**config.mk**
```make
export PLATFORM = sky130hd
export DESIGN_NAME = req_rsp_responder
export DESIGN_NICKNAME = d
export VERILOG_FILES = /design/src/rtl/req_rsp_pkg.sv /design/src/rtl/req_rsp_regfile.sv /design/src/rtl/req_rsp_responder.sv
export SDC_FILE = /design/constraint.sdc
export NUM_CORES = 1
export LEC_CHECK = 0
export CAP_MARGIN = 20
export CORE_UTILIZATION = 45
export DETAILED_ROUTE_END_ITERATION = 16
export HOLD_SLACK_MARGIN = 0.12
export SYNTH_ARGS = -nofsm -noshare
export SYNTH_HDL_FRONTEND = slang
export SYNTH_SLANG_ARGS = --single-unit
```
**constraint.sdc**
```tcl
create_clock -name clk -period 2.4 [get_ports clk]
set_input_delay 0.48 -clock clk [delete_from_list [all_inputs] [get_ports clk]]
set_output_delay 0.48 -clock clk [all_outputs]
set_load 0.01 [all_outputs]
```
**src/rtl/req_rsp_pkg.sv**
```systemverilog
// Shared types for the request/response responder.
// Responder FSM states, response record and latency-counter width.
package req_rsp_pkg;

    localparam int unsigned LAT_CNT_W  = 4;
    localparam int unsigned RSP_DATA_W = 32;

    typedef enum logic [1:0] {
        IDLE,
        WAIT,
        RESP
    } rsp_state_t;

    typedef struct packed {
        logic [RSP_DATA_W-1:0] rdata;
        logic                  err;
    } rsp_t;

endpackage

```
**src/rtl/req_rsp_regfile.sv**
```systemverilog
// Register file behind the responder: NUM_REGS words with async clear,
// one write port, combinational read port and an address range flag.
module req_rsp_regfile #(
    parameter int unsigned ADDR_WIDTH = 4,
    parameter int unsigned DATA_WIDTH = 32,
    parameter int unsigned NUM_REGS   = 12
) (
    input  logic                  clk,
    input  logic                  rst_n,
    input  logic                  we,
    input  logic [ADDR_WIDTH-1:0] addr,
    input  logic [DATA_WIDTH-1:0] wdata,
    output logic [DATA_WIDTH-1:0] rdata,
    output logic                  in_range
);

    logic [DATA_WIDTH-1:0] regs_q [NUM_REGS];
    logic [DATA_WIDTH-1:0] regs_d [NUM_REGS];

    assign in_range = (32'(addr) < NUM_REGS);

    // Out-of-range addresses match no entry, so writes drop and reads give 0.
    always_comb begin
        regs_d = regs_q;
        rdata  = '0;
        for (int unsigned i = 0; i < NUM_REGS; i++) begin
            if (32'(addr) == i) begin
                rdata = regs_q[i];
                if (we) begin
                    regs_d[i] = wdata;
                end
            end
        end
    end

    always_ff @(posedge clk or negedge rst_n) begin
        if (!rst_n) begin
            regs_q <= '{default: '0};
        end else begin
            regs_q <= regs_d;
        end
    end

endmodule

```
**src/rtl/req_rsp_responder.sv**
```systemverilog
// Valid/ready responder: one outstanding request, fixed-latency response.
// Define RSP_ERR_EN to flag out-of-range accesses on rsp_err.
module req_rsp_responder
    import req_rsp_pkg::*;
#(
    parameter int unsigned ADDR_WIDTH  = 4,
    parameter int unsigned DATA_WIDTH  = 32,
    parameter int unsigned NUM_REGS    = 12,
    parameter int unsigned RSP_LATENCY = 2
) (
    input  logic                  clk,
    input  logic                  rst_n,
    input  logic                  req_valid,
    output logic                  req_ready,
    input  logic                  req_write,
    input  logic [ADDR_WIDTH-1:0] req_addr,
    input  logic [DATA_WIDTH-1:0] req_wdata,
    output logic                  rsp_valid,
    input  logic                  rsp_ready,
    output logic [DATA_WIDTH-1:0] rsp_rdata,
    output logic                  rsp_err,
    output logic                  busy
);

    rsp_state_t             state_q, state_d;
    logic [LAT_CNT_W-1:0]   cnt_q, cnt_d;
    rsp_t                   rsp_q, rsp_d;
    logic                   wr_en;
    logic [DATA_WIDTH-1:0]  rd_data;
    logic                   in_range;

    req_rsp_regfile #(
        .ADDR_WIDTH (ADDR_WIDTH),
        .DATA_WIDTH (DATA_WIDTH),
        .NUM_REGS   (NUM_REGS)
    ) u_regfile (
        .clk      (clk),
        .rst_n    (rst_n),
        .we       (wr_en),
        .addr     (req_addr),
        .wdata    (req_wdata),
        .rdata    (rd_data),
        .in_range (in_range)
    );

    always_comb begin
        state_d = state_q;
        cnt_d   = cnt_q;
        rsp_d   = rsp_q;
        wr_en   = 1'b0;
        unique case (state_q)
            IDLE: begin
                if (req_valid) begin
                    // Response is captured here so later writes cannot disturb it.
                    wr_en       = req_write & in_range;
                    rsp_d.rdata = req_write ? '0 : RSP_DATA_W'(rd_data);
`ifdef RSP_ERR_EN
                    rsp_d.err   = ~in_range;
`else
                    rsp_d.err   = 1'b0;
`endif
                    if (RSP_LATENCY > 0) begin
                        state_d = WAIT;
                        cnt_d   = LAT_CNT_W'(RSP_LATENCY - 1);
                    end else begin
                        state_d = RESP;
                    end
                end
            end
            WAIT: begin
                if (cnt_q == '0) begin
                    state_d = RESP;
                end else begin
                    cnt_d = cnt_q - 1'b1;
                end
            end
            RESP: begin
                if (rsp_ready) begin
                    state_d = IDLE;
                end
            end
            default: state_d = IDLE;
        endcase
    end

    always_ff @(posedge clk or negedge rst_n) begin
        if (!rst_n) begin
            state_q <= IDLE;
            cnt_q   <= '0;
            rsp_q   <= '0;
        end else begin
            state_q <= state_d;
            cnt_q   <= cnt_d;
            rsp_q   <= rsp_d;
        end
    end

    assign req_ready = (state_q == IDLE);
    assign rsp_valid = (state_q == RESP);
    assign busy      = (state_q != IDLE);
    assign rsp_rdata = DATA_WIDTH'(rsp_q.rdata);
    assign rsp_err   = rsp_q.err;

endmodule

```
### Word level (Yosys, flattened, before mapping)

Index checks and enable logic that the tools add are counted.

* word-level logic and storage cells: 77
* bits of input ports: 41
* output and inout bits: 36
* flip-flop bits (word level): 422

* $lt $le $gt $ge: 1
* reduce and logical (&&, ||, !) cells: 20
* bitwise operators: 1
* add/sub/neg operators: 1
* multiplexer cells: 22
* equal/unequal tests: 17

Operators with widths (count)
* $mux 32: 13
* $reduce_and 2->1: 13
* $eq 4x3->1 const B: 4
* $eq 4x4->1 const B: 4
* $eq 4x2->1 const B: 2
* $logic_not 4->1: 2
* $mux 4: 2
* $pmux 4 s2: 1
* $mux 2: 3
* $ne 2x2->1 const B: 3
* $pmux 2 s3: 1
* $reduce_and 3->1: 2
* $eq 4x1->1 const B: 1
* $lt 4x4->1 const B: 1
* $reduce_bool 2->1: 2
* $sub 4x1->4 const B: 1
* $eq 2x1->1 const B: 1
* $eq 2x2->1 const B: 1
* $logic_not 2->1: 1
* $mux 1: 2
* $ne 2x1->1 const B: 1
* $and 1x1->1: 1

### Logic depth before layout (Yosys ltp)

Gate-level depths: netlist of the first run.

* word-level depth: 14
* depth in mapped cells: 9
* gate-level depth less buffers: 7

### Hierarchy

Synthesis of the first run repeated with hierarchy kept, for this count alone.

* cells, all modules: 1574
* area, all modules: 19864.1 um^2

By module, submodules not included
* req_rsp_regfile: cells an instance 1398, area each 18156.2 um^2, seq. area each 9609.2 um^2, times used 1
* req_rsp_responder: cells an instance 176, area each 1707.9 um^2, seq. area each 950.9 um^2, times used 1

### Worst setup path before layout of the first run

No wires, ideal clock.

* path type: input to register
* start: in req_addr[0]
* end: reg rsp_q (netlist bit rsp_rdata[20])
* slack: 394 ps
* stages on the path: 8
* library setup time: 126 ps
* arrival time: 1880 ps
* data required time: 2274 ps
* path buffers: 3
* cells stage by stage: buf_4 buf_4 nor2b_1 buf_2 a22o_1 a221oi_1 o21ai_0 a221o_1

* longest elaborated chain between the ends: 14
* elaborated cells between the ends (all ways): 25
* classes of those cells: eq/ne (11); mux (13); reduce/logical (1)

RTL lines
* start: declaration: RTL line req_rsp_responder.sv:16 `input logic [ADDR_WIDTH-1:0] req_addr,`
* $logic_not 4->1: RTL line req_rsp_regfile.sv:27 `if (32'(addr) == i) begin`
* $mux 32 (11 in a row): RTL line req_rsp_regfile.sv:27
* $mux 32 *: RTL line req_rsp_regfile.sv:27
* $mux 32 *: RTL line req_rsp_responder.sv:56 `rsp_d.rdata = req_write ? '0 : RSP_DATA_W'(rd_data);`
* end signal: assignment: RTL line req_rsp_responder.sv:94 `rsp_q <= rsp_d;`
* end: declaration: RTL line req_rsp_responder.sv:27 `rsp_t rsp_q, rsp_d;`

Mark *: on every way between the ends. The rest lies on a longest branch, timed or not.
A chain may end at the register's enable or synchronous reset.

### Worst setup path in the final report of the first run

* start: reg state_q[0]
* end: out busy

* longest elaborated chain between the ends: 1

RTL lines
* start: declaration: RTL line req_rsp_responder.sv:25 `rsp_state_t state_q, state_d;`
* start signal: assignment: RTL line req_rsp_responder.sv:92 `state_q <= state_d;`
* $reduce_bool 2->1: RTL line req_rsp_responder.sv:100 `assign busy = (state_q != IDLE);`
* end: declaration: RTL line req_rsp_responder.sv:22 `output logic busy`

Every way passes these cells.

==> summary.txt, run 1 <==
Outcome
  • Status: finished clean

STA
  • Final hold violations: 0
  • Worst-Margin Slew: 1.06 ns
  • Setup Viol. Count Final: 0
  • Fmax: 443 MHz
  • Normalized max-slew margin: 29.0%
  • RSZ-0062 raised after global routing: false
  • Max Slew Vio Count: 0
  • Clock period minus worst slack: 2.26 ns
  • Post-route clock period utilization: 94.1%
  • Clock skew: 0.0185 ns

Clock tree
  • Clk sinks: 422
  • Root Driver: clkbuf_16
  • Skew-Pair Late Insertion Delay: 0.59 ns
  • CTS tree: built
  • Reg clk slew, reported paths: 0.06 ns
  • CTS Buf Count: 46
  • Clk buf depth: 3
  • H-tree levels: 2

Worst setup path
  • Reg2reg path depth: 5
  • Register-to-register setup slack: 0.21 ns
  • Worst Path Arrival: 1.78 ns
  • Maximum fanout along the worst path: 5
  • Crit path required time: 1.92 ns
  • CP Class: flop to primary output
  • Worst setup EP type: primary output
  • Worst setup SP type: flop
  • Reg2Reg Launch Point: state_q[1]
  • R2R Path End: rsp_rdata[6]

Logic synthesis
  • Ys flop type: dfrtp_1
  • Post-synth top area share: 53.7%
  • Sequential fraction of the synthesis area: 53.7%
  • Post-synthesis cell count: 1565
  • Asr flop ratio synth: 100%
  • Area leader, netlist: dfrtp_1
  • Synthesized area: 19700 um^2
  • Distinct cells, synth: 59
  • Synthesized flop and latch total: 422
  • Ys Warns: 0
  • Syn Area/Cell: 12.6 um^2
  • Post-synth net total: 1608
  • Post-synth EDFFs: 0
  • Synth area leaders: dfrtp_1 (54%), mux2_2 (21%), mux2_4 (2.3%)

Routing
  • DRT iter0 DRCs: 850
  • DR pass1 iterations: 4
  • Vias: 13600
  • Routed length on met3: 2.46 mm
  • M1 WL: 25.4 mm
  • Final WL: 55.6 mm
  • Wire per inst: 24.3 um
  • Highest Signal Layer: met4
  • Via/cell ratio: 5.92
  • Met2 wire len: 26.4 mm
  • DR DRC count: 0
  • Antenna Nets Post-Route: 0

Global route
  • GR Overflow Total: 0
  • First-pass GRT wire length: 85.7 mm
  • Gr usage total: 25.6%
  • Vias in the first global route: 13900
  • Antenna violations before repair: 0
  • Largest net degree at the start of global routing: 76

Worst hold path
  • Hold Crit Class: input port to asynchronous set/reset pin

Finish
  • Non-filler instance count after layout: 2290
  • Final nets: 1715
  • Fill cells: 3667
  • Area Growth Syn to Fin: 19.3%
  • Share of cells above drive strength 1: 37.3%
  • Post-layout util: 54.5%

Floorplanning
  • Io pins: 77
  • Initial core utilization: 45.7%
  • Die Y: 211 um
  • Chip width: 211 um
  • Die area: 44600 um^2
  • Std-Cell Rows: 76
  • Core Footprint: 43100 um^2

Power
  • Max VDD drop: 0.000661 V
  • Leakage power: 10.9 nW
  • Pwr dens: 944 nW/um^2

Placed design
  • PortBufs: 75
  • HPWL Detailed: 35.4 mm
  • Placed cells: 2207
  • Final RePlAce weighted congestion: 0.822

Run
  • Maximum Capacitance Violations: 0
==> routing by layer <==
| layer | track usage (%) | vias to the layer above |
|---|---|---|
| met4 | 8.42 | 0 |
| met3 | 3.73 | 83 |
| met2 | 41.2 | 339 |
| met1 | 35.7 | 7167 |
| met5 | 0 | - |
| li1 | - | 5978 |
==> power breakdown <==
group	internal [W]	switching [W]
sequential	0.00931	0.00120
clock	0.00382	0.00288
combinational	0.00290	0.00204
total	0.0160	0.00612
==> critical path, cell delays in order (launching register included) <==
cell and delay (ns):
dfrtp_2 0.44, or2_2 0.29, clkdlybuf4s50_1 0.48
==> synthesized netlist by cell type, types with 14 or more instances <==
master / n
o2bb2ai_1: 15
o21ai_0: 87
clkbuf_1: 79
nand2_1: 56
o22ai_1: 51
a2bb2oi_1: 14
mux2_2: 360
mux2_4: 30
nand2b_1: 28
a21oi_1: 71
mux2i_1: 23
buf_2: 58
nor3_1: 16
dfrtp_1: 422
a2111oi_0: 24
nor2_1: 39
a221oi_1: 22
==> placed cells by master, fill, tap and decap left out, types with 9 or more instances in the layout <==
cell and n:
o2bb2ai_1 15, mux2_4 30, a21o_1 13, dfrtp_1 421, nand2b_1 28, nand2_1 53
a22oi_1 13, a21oi_1 71, clkbuf_16 46, a2111oi_0 24, mux4_2 11, o21ai_0 87
buf_12 41, nor2_1 35, nor2b_1 10, a221oi_1 22, nand3_1 11, mux2i_1 23
nor3_1 16, mux2_2 360, clkdlybuf4s50_1 69, a22o_1 9, o22ai_1 51, clkbuf_1 14
a2bb2oi_1 14, clkbuf_8 9, buf_4 99
==> timing repair <==
item | in CTS | in global routing
gates resized for setup | 1 | 1
hold buffers | 1 | 0
cloned | 0 | 0
endpoints found under the setup margin | 1 | 1
hold endpoints to repair | 38 | 0
buffers inserted | 1 | 0
==> cells by family after synthesis <==
family / Yosys count / share of synthesized area (%)
AOI/OAI and AO/OA: 349 / 11.5
xor gates and xnor gates: 2 / 0.0890
adders and majority gates: 2 / 0.127
buffers and inverters: 161 / 3.67
DFF: 422 / 53.7
muxes: 428 / 25.5
other: 1 / 0.0191
and+or+nand+nor: 200 / 5.33
==> registers in the layout (all words and copies together), names as in the netlist <==
| register | cells |
|---|---|
| state_q | 2 |
| cnt_q | 4 |
| rsp_rdata | 32 |
| u_regfile.regs_q | 384 |
==> worst max path at each step <==
stage           startpoint            end  slack (ns)  cells after the start
2_1_floorplan  req_addr[0]  rsp_rdata[20]        0.39                      8
3_3_place_gp   req_addr[2]  rsp_rdata[10]       -0.18                      7
3_5_place_dp   req_addr[3]   rsp_rdata[6]       -0.22                      8
4_1_cts         state_q[0]      req_ready       0.003                      3
5_1_grt         state_q[0]           busy        0.08                      2
6_report        state_q[0]           busy        0.14                      2
==> metrics by stage <==
step                total power (W)  worst slack, ns  TNS (ns)  area, um^2  hold slack, ns
floorplan                    0.0136            0.394         0       19700           0.184
global placement             0.0153           -0.181    -25.58       22000           0.442
detailed placement           0.0156           -0.219    -30.23       22000           0.434
CTS                          0.0223          0.00319         0       23500           0.418
global route                 0.0233           0.0772         0       23500           0.448
finish                       0.0222            0.140         0       23500           0.435
==> final cells by class <==
class | instances | area [um^2] | area share (%)
Inverter | 6 | 22.5 | 0.0959
Clock buffer | 69 | 1330 | 5.65
Sequential cell | 422 | 10600 | 45.0
Multi-Input combinational cell | 982 | 8450 | 36.0
Tap cell | 585 | 732 | 3.12
Timing Repair Buffer | 214 | 2300 | 9.81
Antenna cell | 1 | 2.50 | 0.0107
Clock inverter | 11 | 77.6 | 0.330
Note: power is estimated with default switching activity, not from simulation.
==> inputs of run 2 (changes only) <==
Settings changed: CTS_CLUSTER_SIZE set to 30.
Clock period 2.4 ns to 2.3 ns, I/O delays scaled along.
==> run 2 against run 1 <==
Net effect:
- die area unchanged
- first-iteration DRC count grew 0.94%
- core utilization increased by 0.48 points
- via count rose by 0.82%
- non-clock buffer count is 28 higher
- critical path type unchanged
- combinational power grew 5.5%
- count of clock-buffer cells in the layout rose by 5
- sequential share of layout area down 0.39 points
- sequential cell count is the same
- critical path depth did not move
- total power rose by 7.3%
- clock power grew 13%
==> summary.txt, run 2 (same netlist as run 1, synthesis figures left out) <==
Outcome
  • Status: finished clean

Worst setup path
  • Maximum fanout along the worst path: 5
  • CP Launch Point: state_q[0]
  • Register-to-register setup slack: 0.14 ns
  • Worst setup EP type: primary output
  • Reg2reg path depth: 5
  • Worst Path Arrival: 1.78 ns
  • Crit path required time: 1.84 ns
  • R2R Path End: rsp_rdata[6]
  • Reg2Reg Launch Point: state_q[1]
  • CP Class: flop to primary output
  • Worst setup SP type: flop

Global route
  • Largest net degree at the start of global routing: 79
  • Vias in the first global route: 14300
  • GR Overflow Total: 0
  • Antenna violations before repair: 0
  • First-pass GRT wire length: 87.5 mm
  • Gr usage total: 26.0%

Floorplanning
  • Die area: 44600 um^2
  • Io pins: 77
  • Core Footprint: 43100 um^2
  • Die Y: 211 um
  • Chip width: 211 um
  • Initial core utilization: 45.7%
  • Std-Cell Rows: 76

Routing
  • Via/cell ratio: 5.90
  • Highest Signal Layer: met4
  • DR DRC count: 0
  • Final WL: 56.4 mm
  • Routed length on met3: 2.88 mm
  • Met2 wire len: 27.1 mm
  • DR pass1 iterations: 5
  • M1 WL: 25.1 mm
  • Antenna Nets Post-Route: 0
  • DRT iter0 DRCs: 858
  • Wire per inst: 24.3 um
  • Vias: 13700

Power
  • Leakage power: 11.0 nW
  • Share of power burned in registers: 46.2%
  • Pwr dens: 1000 nW/um^2
  • Share of total power in the clock network: 31.8%
  • Int Pwr: 0.0173 W
  • Comb power frac: 21.9%
  • Switch share: 27.2%
  • Max VDD drop: 0.000796 V
  • Net load switching power: 0.00647 W

Clock tree
  • Root Driver: clkbuf_16
  • Reg clk slew, reported paths: 0.06 ns
  • Skew-Pair Late Insertion Delay: 0.56 ns
  • CTS Buf Count: 47
  • CTS tree: built
  • H-tree levels: 2
  • Clk sinks: 422
  • Clk buf depth: 3

Finish
  • Largest register FFs: 384
  • Ant diodes: 0
  • Final nets: 1744
  • Share of cells above drive strength 1: 38.3%
  • Commonest non-fill, non-tap cell in the layout: dfrtp_1
  • Non-filler instance count after layout: 2318
  • Most flops, register: u_regfile.regs_q
  • Fill cells: 3685
  • Area Growth Syn to Fin: 20.4%
  • Leading cell types in the layout, fill and taps excluded: dfrtp_1 (421), mux2_2 (360), buf_4 (137)

STA
  • Clock skew: 0.00871 ns
  • Final hold violations: 0
  • Worst-Margin Slew: 0.730 ns
  • Final Hold Slack: 0.433 ns
  • Setup Viol. Count Final: 0
  • Post-route clock period utilization: 97.4%
  • Normalized max-slew margin: 51.1%
  • Fmax: 446 MHz
  • RSZ-0062 raised after global routing: false
  • Max Slew Vio Count: 0
  • Clock period minus worst slack: 2.24 ns

Placed design
  • PortBufs: 75
  • Placed cells: 2235
  • Final RePlAce weighted congestion: 0.804
  • HPWL Detailed: 36.5 mm

Run
  • Maximum Capacitance Violations: 0

Worst hold path
  • Hold Crit Class: input port to asynchronous set/reset pin
run 2: cell count changes in the layout (fill, tap and decap cells not counted):
| cell | delta |
|---|---|
| dlymetal6s2s_1 | -1 |
| clkinv_2 | -4 |
| bufinv_16 | +3 |
| clkinv_8 | -1 |
| clkbuf_1 | +1 |
| clkbuf_16 | +3 |
| dlygate4sd2_1 | +1 |
| clkbuf_8 | +1 |
| buf_4 | +38 |
| buf_12 | -10 |
| clkinvlp_4 | +1 |
| diode_2 | -1 |
| inv_6 | -3 |
run 2: stage by stage:
stage	setup TNS [ns]	util [%]	total power [W]	instance area (um^2)	setup slack (ns)
after detailed placement	-45.21	51.4	0.0163	22100	-0.282
after CTS	0	55.0	0.0239	23700	0.0235
after floorplan	0	-	0.0142	19700	0.314
after global placement	-48.64	51.4	0.0160	22100	-0.276
final	0	55.0	0.0238	23700	0.0598
after global routing	0	55.0	0.0250	23700	0.0145
run 2: metal layers:
layer  global-route usage, %  vias up
li1                        -     6035
met1                    35.8     7174
met2                    42.6      378
met3                    3.84       91
met4                    7.87        0
met5                       0        -
run 2: worst max path at each step:
| stage | to | cells after the start |
|---|---|---|
| finish | busy | 2 |
| global route | busy | 2 |
| CTS | busy | 2 |
| detailed placement | rsp_rdata[6] | 7 |
| global placement | rsp_rdata[6] | 7 |
| floorplan | rsp_rdata[20] | 8 |
run 2: worst max-delay path, stage by stage, from the launching register on:
cell and delay, ns:
dfrtp_2 0.44, or2_2 0.29, clkdlybuf4s50_1 0.49
run 2: timing repair:
action	in CTS	in global routing
buffers inserted	1	0
resized for setup	2	0
endpoints found under the setup margin	2	0
hold endpoints to repair	36	0
hold buffers	1	0
run 2: power groups by stage:
stage	Clock (W)	Sequential (W)	Combinational [W]
after floorplan	0	0.0108	0.00343
after global placement	0	0.0110	0.00507
after detailed placement	0	0.0111	0.00522
after CTS	0.00770	0.0110	0.00526
after global routing	0.00801	0.0112	0.00569
final	0.00757	0.0110	0.00521
run 2: final cells by class:
| type | count | area [um^2] | area share, % |
|---|---|---|---|
| Clock buffer | 74 | 1420 | 6.00 |
| Clock inverter | 7 | 113 | 0.475 |
| Inverter | 6 | 22.5 | 0.0951 |
| Multi-Input combinational cell | 982 | 8450 | 35.7 |
| Sequential cell | 422 | 10600 | 44.6 |
| Tap cell | 585 | 732 | 3.09 |
| Timing Repair Buffer | 242 | 2380 | 10.1 |
